File: src/rtl/spi_ram_arbiter_pkg.sv
// Shared types and default sizing for the SPI RAM arbiter.
package spi_arb_pkg;

   typedef enum logic [1:0] {
      IDLE  = 2'd0,
      ISSUE = 2'd1,
      WAIT  = 2'd2,
      RESP  = 2'd3
   } state_t;

   typedef enum logic {
      FETCH = 1'b0,
      DATA  = 1'b1
   } owner_t;

   localparam int DEF_AW             = 8;
   localparam int DEF_DW             = 8;
   localparam int DEF_TIMEOUT_CYCLES = 1024;

endpackage

File: src/rtl/spi_ram_arbiter_if.sv
// Requester and SPI-master signals of the arbiter; slave = arbiter view, master = environment view.
interface spi_ram_arbiter_if
   import spi_arb_pkg::*;
#(
   parameter int AW = DEF_AW,
   parameter int DW = DEF_DW
);
   logic          f_req;
   logic [AW-1:0] f_addr;
   logic          f_ack;
   logic [DW-1:0] f_rdata;
   logic          f_err;

   logic          d_req;
   logic          d_we;
   logic [AW-1:0] d_addr;
   logic [DW-1:0] d_wdata;
   logic          d_ack;
   logic [DW-1:0] d_rdata;
   logic          d_err;

   logic          m_start;
   logic          m_we;
   logic [AW-1:0] m_addr;
   logic [DW-1:0] m_wdata;
   logic          m_done;
   logic [DW-1:0] m_rdata;

   logic          busy;

   modport slave (
      input  f_req, f_addr, d_req, d_we, d_addr, d_wdata, m_done, m_rdata,
      output f_ack, f_rdata, f_err, d_ack, d_rdata, d_err,
      output m_start, m_we, m_addr, m_wdata, busy
   );

   modport master (
      output f_req, f_addr, d_req, d_we, d_addr, d_wdata, m_done, m_rdata,
      input  f_ack, f_rdata, f_err, d_ack, d_rdata, d_err,
      input  m_start, m_we, m_addr, m_wdata, busy
   );
endinterface

File: src/rtl/spi_ram_arbiter_rr_arbiter2.sv
// Two-way round-robin grant: on a tie the port that did not own the last transaction wins.
module rr_arbiter2
   import spi_arb_pkg::*;
(
   input  logic   f_req,
   input  logic   d_req,
   input  owner_t last_owner,
   output logic   grant_valid,
   output owner_t grant_owner
);
   always_comb begin
      grant_valid = f_req | d_req;
      grant_owner = FETCH;
      if (f_req && d_req) begin
         grant_owner = (last_owner == FETCH) ? DATA : FETCH;
      end else if (d_req) begin
         grant_owner = DATA;
      end
   end
endmodule

File: src/rtl/spi_ram_arbiter.sv
// Shares one SPI RAM master between instruction fetch and data port, one transaction at a time.
// Define SPI_ARB_TIMEOUT_EN to add a WAIT-state watchdog that answers with an error flag.
module spi_ram_arbiter
   import spi_arb_pkg::*;
#(
   parameter int AW             = DEF_AW,
   parameter int DW             = DEF_DW,
   parameter int TIMEOUT_CYCLES = DEF_TIMEOUT_CYCLES
) (
   input logic              clk,
   input logic              rst,
   spi_ram_arbiter_if.slave bus
);
   state_t        state_reg;
   owner_t        owner_reg;
   owner_t        last_owner_reg;
   owner_t        grant_owner;
   logic          grant_valid;
   logic          f_ack_reg;
   logic          d_ack_reg;
   logic          m_start_reg;
   logic          m_we_reg;
   logic          busy_reg;
   logic [AW-1:0] m_addr_reg;
   logic [DW-1:0] m_wdata_reg;
   logic [DW-1:0] f_rdata_reg;
   logic [DW-1:0] d_rdata_reg;

   rr_arbiter2 u_rr (
      .f_req       (bus.f_req),
      .d_req       (bus.d_req),
      .last_owner  (last_owner_reg),
      .grant_valid (grant_valid),
      .grant_owner (grant_owner)
   );

`ifdef SPI_ARB_TIMEOUT_EN
   localparam int            CW      = (TIMEOUT_CYCLES > 2) ? $clog2(TIMEOUT_CYCLES) : 1;
   localparam logic [CW-1:0] WD_LAST = CW'(TIMEOUT_CYCLES - 1);
   logic [CW-1:0] wd_cnt_reg;
   logic          f_err_reg;
   logic          d_err_reg;
   assign bus.f_err = f_err_reg;
   assign bus.d_err = d_err_reg;
`else
   localparam int unused_timeout_cycles = TIMEOUT_CYCLES;
   assign bus.f_err = 1'b0;
   assign bus.d_err = 1'b0;
`endif

   assign bus.f_ack   = f_ack_reg;
   assign bus.d_ack   = d_ack_reg;
   assign bus.f_rdata = f_rdata_reg;
   assign bus.d_rdata = d_rdata_reg;
   assign bus.m_start = m_start_reg;
   assign bus.m_we    = m_we_reg;
   assign bus.m_addr  = m_addr_reg;
   assign bus.m_wdata = m_wdata_reg;
   assign bus.busy    = busy_reg;

   always_ff @(posedge clk) begin
      if (rst) begin
         state_reg      <= IDLE;
         owner_reg      <= FETCH;
         last_owner_reg <= FETCH;
         f_ack_reg      <= 1'b0;
         d_ack_reg      <= 1'b0;
         m_start_reg    <= 1'b0;
         m_we_reg       <= 1'b0;
         busy_reg       <= 1'b0;
         m_addr_reg     <= '0;
         m_wdata_reg    <= '0;
         f_rdata_reg    <= '0;
         d_rdata_reg    <= '0;
`ifdef SPI_ARB_TIMEOUT_EN
         wd_cnt_reg     <= '0;
         f_err_reg      <= 1'b0;
         d_err_reg      <= 1'b0;
`endif
      end else begin
         // Acks, errors and m_start are single-cycle pulses.
         f_ack_reg   <= 1'b0;
         d_ack_reg   <= 1'b0;
         m_start_reg <= 1'b0;
`ifdef SPI_ARB_TIMEOUT_EN
         f_err_reg   <= 1'b0;
         d_err_reg   <= 1'b0;
`endif
         case (state_reg)
            IDLE: begin
               if (grant_valid) begin
                  owner_reg   <= grant_owner;
                  busy_reg    <= 1'b1;
                  m_start_reg <= 1'b1;
                  state_reg   <= ISSUE;
                  if (grant_owner == DATA) begin
                     m_we_reg    <= bus.d_we;
                     m_addr_reg  <= bus.d_addr;
                     m_wdata_reg <= bus.d_wdata;
                  end else begin
                     m_we_reg    <= 1'b0;
                     m_addr_reg  <= bus.f_addr;
                     m_wdata_reg <= '0;
                  end
               end
            end
            ISSUE: begin
               state_reg <= WAIT;
`ifdef SPI_ARB_TIMEOUT_EN
               wd_cnt_reg <= '0;
`endif
            end
            WAIT: begin
               // m_done wins over watchdog expiry in the same cycle.
               if (bus.m_done) begin
                  if (owner_reg == FETCH) begin
                     f_rdata_reg <= bus.m_rdata;
                  end else if (!m_we_reg) begin
                     d_rdata_reg <= bus.m_rdata;
                  end
                  f_ack_reg <= (owner_reg == FETCH);
                  d_ack_reg <= (owner_reg == DATA);
                  state_reg <= RESP;
               end
`ifdef SPI_ARB_TIMEOUT_EN
               else if (wd_cnt_reg == WD_LAST) begin
                  if (owner_reg == FETCH) begin
                     f_rdata_reg <= '0;
                     f_ack_reg   <= 1'b1;
                     f_err_reg   <= 1'b1;
                  end else begin
                     if (!m_we_reg) begin
                        d_rdata_reg <= '0;
                     end
                     d_ack_reg <= 1'b1;
                     d_err_reg <= 1'b1;
                  end
                  state_reg <= RESP;
               end else begin
                  wd_cnt_reg <= wd_cnt_reg + 1'b1;
               end
`endif
            end
            RESP: begin
               last_owner_reg <= owner_reg;
               busy_reg       <= 1'b0;
               state_reg      <= IDLE;
            end
            default: state_reg <= IDLE;
         endcase
      end
   end
endmodule

File: src/flat_wrapper.sv
// flat-port wrapper written by rule: the top's interface ports become plain ports
module spi_ram_arbiter_flat import spi_arb_pkg::*;
#(
   parameter int AW             = DEF_AW,
   parameter int DW             = DEF_DW,
   parameter int TIMEOUT_CYCLES = DEF_TIMEOUT_CYCLES
)
  (clk, rst, bus_f_req, bus_f_addr, bus_d_req, bus_d_we, bus_d_addr, bus_d_wdata, bus_m_done, bus_m_rdata, bus_f_ack, bus_f_rdata, bus_f_err, bus_d_ack, bus_d_rdata, bus_d_err, bus_m_start, bus_m_we, bus_m_addr, bus_m_wdata, bus_busy);
  spi_ram_arbiter_if #(.AW(AW), .DW(DW)) bus_i ();
  input logic clk;
  input logic rst;
  input wire logic [$bits(bus_i.f_req)-1:0] bus_f_req;
  input wire logic [$bits(bus_i.f_addr)-1:0] bus_f_addr;
  input wire logic [$bits(bus_i.d_req)-1:0] bus_d_req;
  input wire logic [$bits(bus_i.d_we)-1:0] bus_d_we;
  input wire logic [$bits(bus_i.d_addr)-1:0] bus_d_addr;
  input wire logic [$bits(bus_i.d_wdata)-1:0] bus_d_wdata;
  input wire logic [$bits(bus_i.m_done)-1:0] bus_m_done;
  input wire logic [$bits(bus_i.m_rdata)-1:0] bus_m_rdata;
  output wire logic [$bits(bus_i.f_ack)-1:0] bus_f_ack;
  output wire logic [$bits(bus_i.f_rdata)-1:0] bus_f_rdata;
  output wire logic [$bits(bus_i.f_err)-1:0] bus_f_err;
  output wire logic [$bits(bus_i.d_ack)-1:0] bus_d_ack;
  output wire logic [$bits(bus_i.d_rdata)-1:0] bus_d_rdata;
  output wire logic [$bits(bus_i.d_err)-1:0] bus_d_err;
  output wire logic [$bits(bus_i.m_start)-1:0] bus_m_start;
  output wire logic [$bits(bus_i.m_we)-1:0] bus_m_we;
  output wire logic [$bits(bus_i.m_addr)-1:0] bus_m_addr;
  output wire logic [$bits(bus_i.m_wdata)-1:0] bus_m_wdata;
  output wire logic [$bits(bus_i.busy)-1:0] bus_busy;
  assign bus_i.f_req = bus_f_req;
  assign bus_i.f_addr = bus_f_addr;
  assign bus_i.d_req = bus_d_req;
  assign bus_i.d_we = bus_d_we;
  assign bus_i.d_addr = bus_d_addr;
  assign bus_i.d_wdata = bus_d_wdata;
  assign bus_i.m_done = bus_m_done;
  assign bus_i.m_rdata = bus_m_rdata;
  assign bus_f_ack = bus_i.f_ack;
  assign bus_f_rdata = bus_i.f_rdata;
  assign bus_f_err = bus_i.f_err;
  assign bus_d_ack = bus_i.d_ack;
  assign bus_d_rdata = bus_i.d_rdata;
  assign bus_d_err = bus_i.d_err;
  assign bus_m_start = bus_i.m_start;
  assign bus_m_we = bus_i.m_we;
  assign bus_m_addr = bus_i.m_addr;
  assign bus_m_wdata = bus_i.m_wdata;
  assign bus_busy = bus_i.busy;
  spi_ram_arbiter #(.AW(AW), .DW(DW), .TIMEOUT_CYCLES(TIMEOUT_CYCLES)) u_core (.clk(clk), .rst(rst), .bus(bus_i));
endmodule
File: config.mk
export PLATFORM = sky130hd
export DESIGN_NAME = spi_ram_arbiter_flat
export DESIGN_NICKNAME = d
export VERILOG_FILES = /design/src/rtl/spi_ram_arbiter_pkg.sv /design/src/rtl/spi_ram_arbiter_if.sv /design/src/rtl/spi_ram_arbiter_rr_arbiter2.sv /design/src/rtl/spi_ram_arbiter.sv /design/src/flat_wrapper.sv
export SDC_FILE = /design/constraint.sdc
export NUM_CORES = 1
export LEC_CHECK = 0
export ABC_CLOCK_PERIOD_IN_PS = 4100
export CORE_UTILIZATION = 43
export DETAILED_ROUTE_END_ITERATION = 16
export PLACE_DENSITY = 0.84
export SYNTH_ARGS = -nofsm -noshare
export SYNTH_HDL_FRONTEND = slang
export SYNTH_SLANG_ARGS = --single-unit
File: constraint.sdc
create_clock -name clk -period 4.1 [get_ports clk]
set_input_delay 0.82 -clock clk [delete_from_list [all_inputs] [get_ports clk]]
set_output_delay 0.82 -clock clk [all_outputs]
set_load 0.1 [all_outputs]
# ---- Word level (Yosys, flattened, before mapping)
# Cells that the tools add are included.
dict set report classes {
  bitwise_logic 6
  eq_ne 5
  n_reduce_logical 10
  n_mux 12
}
# op n
set op_table {}
lappend op_table {{$mux 8} 2}
lappend op_table {{$pmux 2 s4} 1}
lappend op_table {{$mux 1} 6}
lappend op_table {{$reduce_and 2->1} 3}
lappend op_table {{$not 1->1} 5}
lappend op_table {{$eq 2x2->1 const B} 2}
lappend op_table {{$mux 2} 2}
lappend op_table {{$reduce_and 4->1} 1}
lappend op_table {{$reduce_and 3->1} 1}
lappend op_table {{$reduce_or 3->1} 1}
lappend op_table {{$eq 2x1->1 const B} 1}
lappend op_table {{$logic_not 2->1} 1}
lappend op_table {{$ne 2x1->1 const B} 1}
lappend op_table {{$ne 2x2->1 const B} 1}
lappend op_table {{$pmux 1 s2} 1}
lappend op_table {{$reduce_bool 2->1} 1}
lappend op_table {{$reduce_or 2->1} 1}
lappend op_table {{$logic_and 1x1->1} 1}
lappend op_table {{$or 1x1->1} 1}
dict set report word_totals {
  reg_bits 41
  input_bits 38
  word_cells 45
  out_inout_bits 39
}

# ---- Depth between registers and ports, before layout
dict set report logic_depth {
  ltp_word 3
  ltp_mapped 6
  depth_no_buf 5
}

# ---- Hierarchy
# From an unflattened synthesis, not the netlist that was laid out.
dict set report unflattened {
  cells_unflattened 191
  hier_area_um2 1649.1
}
# mod cells_per_inst n_inst seq_area_each_um2 area_per_inst_um2
set modules_own_cells {}
lappend modules_own_cells {spi_ram_arbiter 189 1 820.8 1635.3}
lappend modules_own_cells {rr_arbiter2 2 1 0.0 13.8}

# ---- Least setup slack after synthesis
# OpenSTA, ideal clock, no wires.
dict set report synth_path {
  path_type {register to output}
  start {register u_core.m_we_reg (netlist: u_core.bus.m_we)}
  end {output port bus_m_we}
  required_time_ps 3280
  arrival_time_ps 945
  slack_ps 2335
  path_buffers 0
  path_stages_with_launch 1
  cell_sequence {dfxtp_1}
}
# element line
set synth_lines {}
lappend synth_lines {{from (decl)} spi_ram_arbiter.sv:22} ;# logic m_we_reg;
lappend synth_lines {{from (signal assigned)} spi_ram_arbiter.sv:97} ;# m_we_reg <= bus.d_we;
lappend synth_lines {{to (decl)} flat_wrapper.sv:27} ;# output wire logic [$bits(bus_i.m_we)-1:0] bus_m_we;
# No word-level cell between the ends.

# ---- Final worst setup path
dict set report layout_path {
  start {register u_core.m_we_reg (netlist: u_core.bus.m_we)}
  end {output port bus_m_we}
}
# No word-level cell between the ends.

==> results.tsv <==
stage	metric	value	unit
critical_path	CP Cell Sequence	clkdlybuf4s50_1	
global_routing	number of global-route vias before repair	1402	
layout	n_diodes	0	
timing	minimum clock period	2.64	ns
clocking	worst-case clock buffer depth	2	
timing	Final Hold Vio Count	0	
floorplan	die height	63.0	µm
flow_run	max_cap viols	0	
synth	distinct cell type count of the synthesized netlist	30	
critical_path	cell family with most CP delay	buffers and inverters	
floorplan	Rows	21	
drt	# DRC	0	
critical_path	Worst path depth	1	
synth	post-synthesis async set-or-reset flop share	0	%
place	HPWL Detailed	2.68	mm
clocking	CTS tree	done	
synth	Synth Cell Area	1600	µm²
synth	top-area cell type share of the netlist area	51.4	%
clocking	# Post-CTS Setup Buffers	0	
critical_path	Worst Path Required	3.28	ns
drt	initial DRC count	82	
global_routing	initial antenna violation count	0	
synth	cell with the most instances after synthesis	dfxtp_1	
global_routing	GRT Util Overall	20.2	%
global_routing	met3 Resource Use GR	6.02	%
timing	Max-Slew Margin vs Limit	33.7	%
synth	EDFF count, synth	0	
pwr	worst ir drop on vdd	0.434	mV
floorplan	die area	3960	µm²
timing	Slew Viols, Final	0	
drt	routed wire length	3.71	mm
layout	final net count	285	
critical_path	Reg2Reg Setup Slack	2.36	ns
synth	Post-synth top cells	41 x dfxtp_1, 26 x nand2_1, 22 x nor2_1	
clocking	H-tree levels	2	
global_routing	Most Used Layer, Global Route	met2	
critical_path	crit path to	bus_m_we	
clocking	post_cts resized	0	
critical_path	CP bufs+invs	1	
timing	final setup vio count	0	
layout	area delta synth->final	53.7	%
synth	top_reg_cell synth	dfxtp_1	
timing	worst-margin pin slew	0.991	ns
critical_path	worst reg2reg path depth	5	
synth	Synth Warn #	0	
clocking	clock slew at reported path FFs	0.07	ns
global_routing	first-pass GRT wire length	6.33	mm
min_path	worst min path class	flop to flop	
run_status	run status	finished clean	
critical_path	Worst setup SP type	flop	
place	Port Buffer Count	74	
synth	register area share after synthesis	51.4	%
synth	cell taking the most area after synthesis	dfxtp_1	
critical_path	Critical path origin	u_core.bus.m_we	
critical_path	Reg2Reg Launch Point	u_core.state_reg[1]	
critical_path	Critical-path top delay cell	clkdlybuf4s50_1	
timing	unrepaired setup endpoints after global routing	no	
drt	Routed WL per cell	12.9	µm
clocking	Num CTS Buffers	5	
global_routing	met1 Usage GRT	25.2	%
place	gpl congestion	0.744	
synth	register bit total from synthesis	41	
critical_path	critical setup path kind	flop to output pin	
clocking	clock root cell	clkbuf_8	
critical_path	Arr. time, crit path	1.82	ns
pwr	leak pwr	0.976	nW
drt	vias per cell	5.03	
drt	first-pass iteration count of the detailed router	4	
timing	Tcrit/Tclk final	64.3	%
floorplan	core area	3440	µm²
floorplan	io pins	77	
floorplan	die span in x	63.0	µm
critical_path	worst-path fanout max	4	
synth	Post-Syn Instances	169	
clocking	clock sinks	41	
drt	routed vias	1449	
pwr	Power Total	1.76	mW
synth	Avg Cell Area, Syn	9.45	µm²
layout	Fill cells	263	
global_routing	M2 GR Usage	32.7	%
synth	ranking of synthesized cells by area	dfxtp_1 51%, nand2_1 6.1%, mux2i_1 5.6%	
timing	Max Clock Skew	0.00779	ns
global_routing	GRT overflow	0	
timing	Fin Setup TNS	0	ns
clocking	Worst-Skew Late Latency	0.29	ns
global_routing	largest net degree at the start of global routing	37	
critical_path	worst stage delay on the critical path	1.16	ns
pwr	power density cells	715	nW/µm²
clocking	# hold bufs at CTS	0	
critical_path	FF-to-FF End	u_core.bus.m_wdata[0]	
layout	layout cells sized above 1	4.13	%
critical_path	CP Capture Type	output pin	
timing	max frequency	379	MHz
floorplan	Starting Density	46.4	%
drt	ANT nets after route	0	
## per-layer routing
| layer | share of wire [%] | vias up |
|---|---|---|
| met2 | 46 | 53 |
| met3 | 5.5 | 7 |
| met5 | 0 | - |
| li1 | - | 724 |
| met1 | 47 | 665 |
| met4 | 1.3 | 0 |
## worst min-delay path by stage
stage | start | to | slack, ns | cells after the start
floorplan | u_core.owner_reg | u_core.bus.f_ack | 0.48 | 1
global placement | u_core.bus.d_rdata[3] | u_core.bus.d_rdata[3] | 0.44 | 2
detailed placement | u_core.bus.d_rdata[1] | u_core.bus.d_rdata[1] | 0.45 | 2
CTS | u_core.bus.d_rdata[1] | u_core.bus.d_rdata[1] | 0.46 | 2
global route | u_core.bus.d_rdata[1] | u_core.bus.d_rdata[1] | 0.47 | 2
finish | u_core.bus.d_rdata[1] | u_core.bus.d_rdata[1] | 0.45 | 2
## tightest hold or removal path: cells and delay by family, from the launching register on
family / cells / cell delay [ns]
AOI/OAI and AO/OA: 1 / 0.05
and+or+nand+nor: 1 / 0.05
DFF: 1 / 0.31
## cells in the final DEF, fill, tap and decap left out, drive strengths merged
master,count
clkdlybuf4s50,74
dfxtp,41
nand2,26
nor2,22
a21oi,17
mux2i,9
a22o,9
a211oi,8
ha,5
clkbuf,5
inv,3
nor3b,3
o31ai,2
conb,2
o21ai,2
a21bo,1
a21boi,1
o21a,1
nor3,1
and4b,1
nand4b,1
nand3b,1
nor2b,1
or4,1
or4b,1
a22oi,1
bufinv,1
clkinv,1
buf,1
## per-stage QoR
stage | setup slack [ns] | area, µm² | utilization [%] | hold WS [ns] | std cells
3_3_place_gp | 1.75 | 2350 | 68.3 | 0.441 | 281
3_5_place_dp | 1.67 | 2350 | 68.3 | 0.447 | 281
5_1_grt | 1.41 | 2460 | 71.4 | 0.468 | 288
6_report | 1.46 | 2460 | 71.4 | 0.454 | 288
4_1_cts | 1.45 | 2460 | 71.4 | 0.456 | 288
2_1_floorplan | 2.34 | 1600 | - | 0.481 | 170
## where the power goes
part,switching (mW),leakage [nW],internal [mW]
registers,0.0478,0.335,0.478
logic,0.674,0.587,0.250
clock network,0.130,0.0540,0.177
total,0.852,0.976,0.905
## cell type report
type                            instances  area [µm²]  area share, %
Tap cell                               46        57.6           2.34
Clock inverter                          2        35.0           1.43
Sequential cell                        41         821           33.4
Clock buffer                            5        68.8           2.80
Timing Repair Buffer                   75         748           30.5
Multi-Input combinational cell        116         714           29.1
Inverter                                3        11.3          0.458
## cells by family (layout without fill, tap and decap cells)
logic type / Yosys count / after routing / share of synthesized area, %
flip-flops: 41 / 41 / 51.4
AND/OR/NAND/NOR: 58 / 58 / 16.8
adder cells (fa/ha/maj): 5 / 5 / 3.92
multiplexers: 9 / 9 / 5.64
AO/OA/AOI/OAI: 42 / 42 / 17.9
other: 1 / 2 / 0.235
buffers and inverters: 13 / 85 / 4.15
Note: power is estimated with default switching activity, not from simulation.
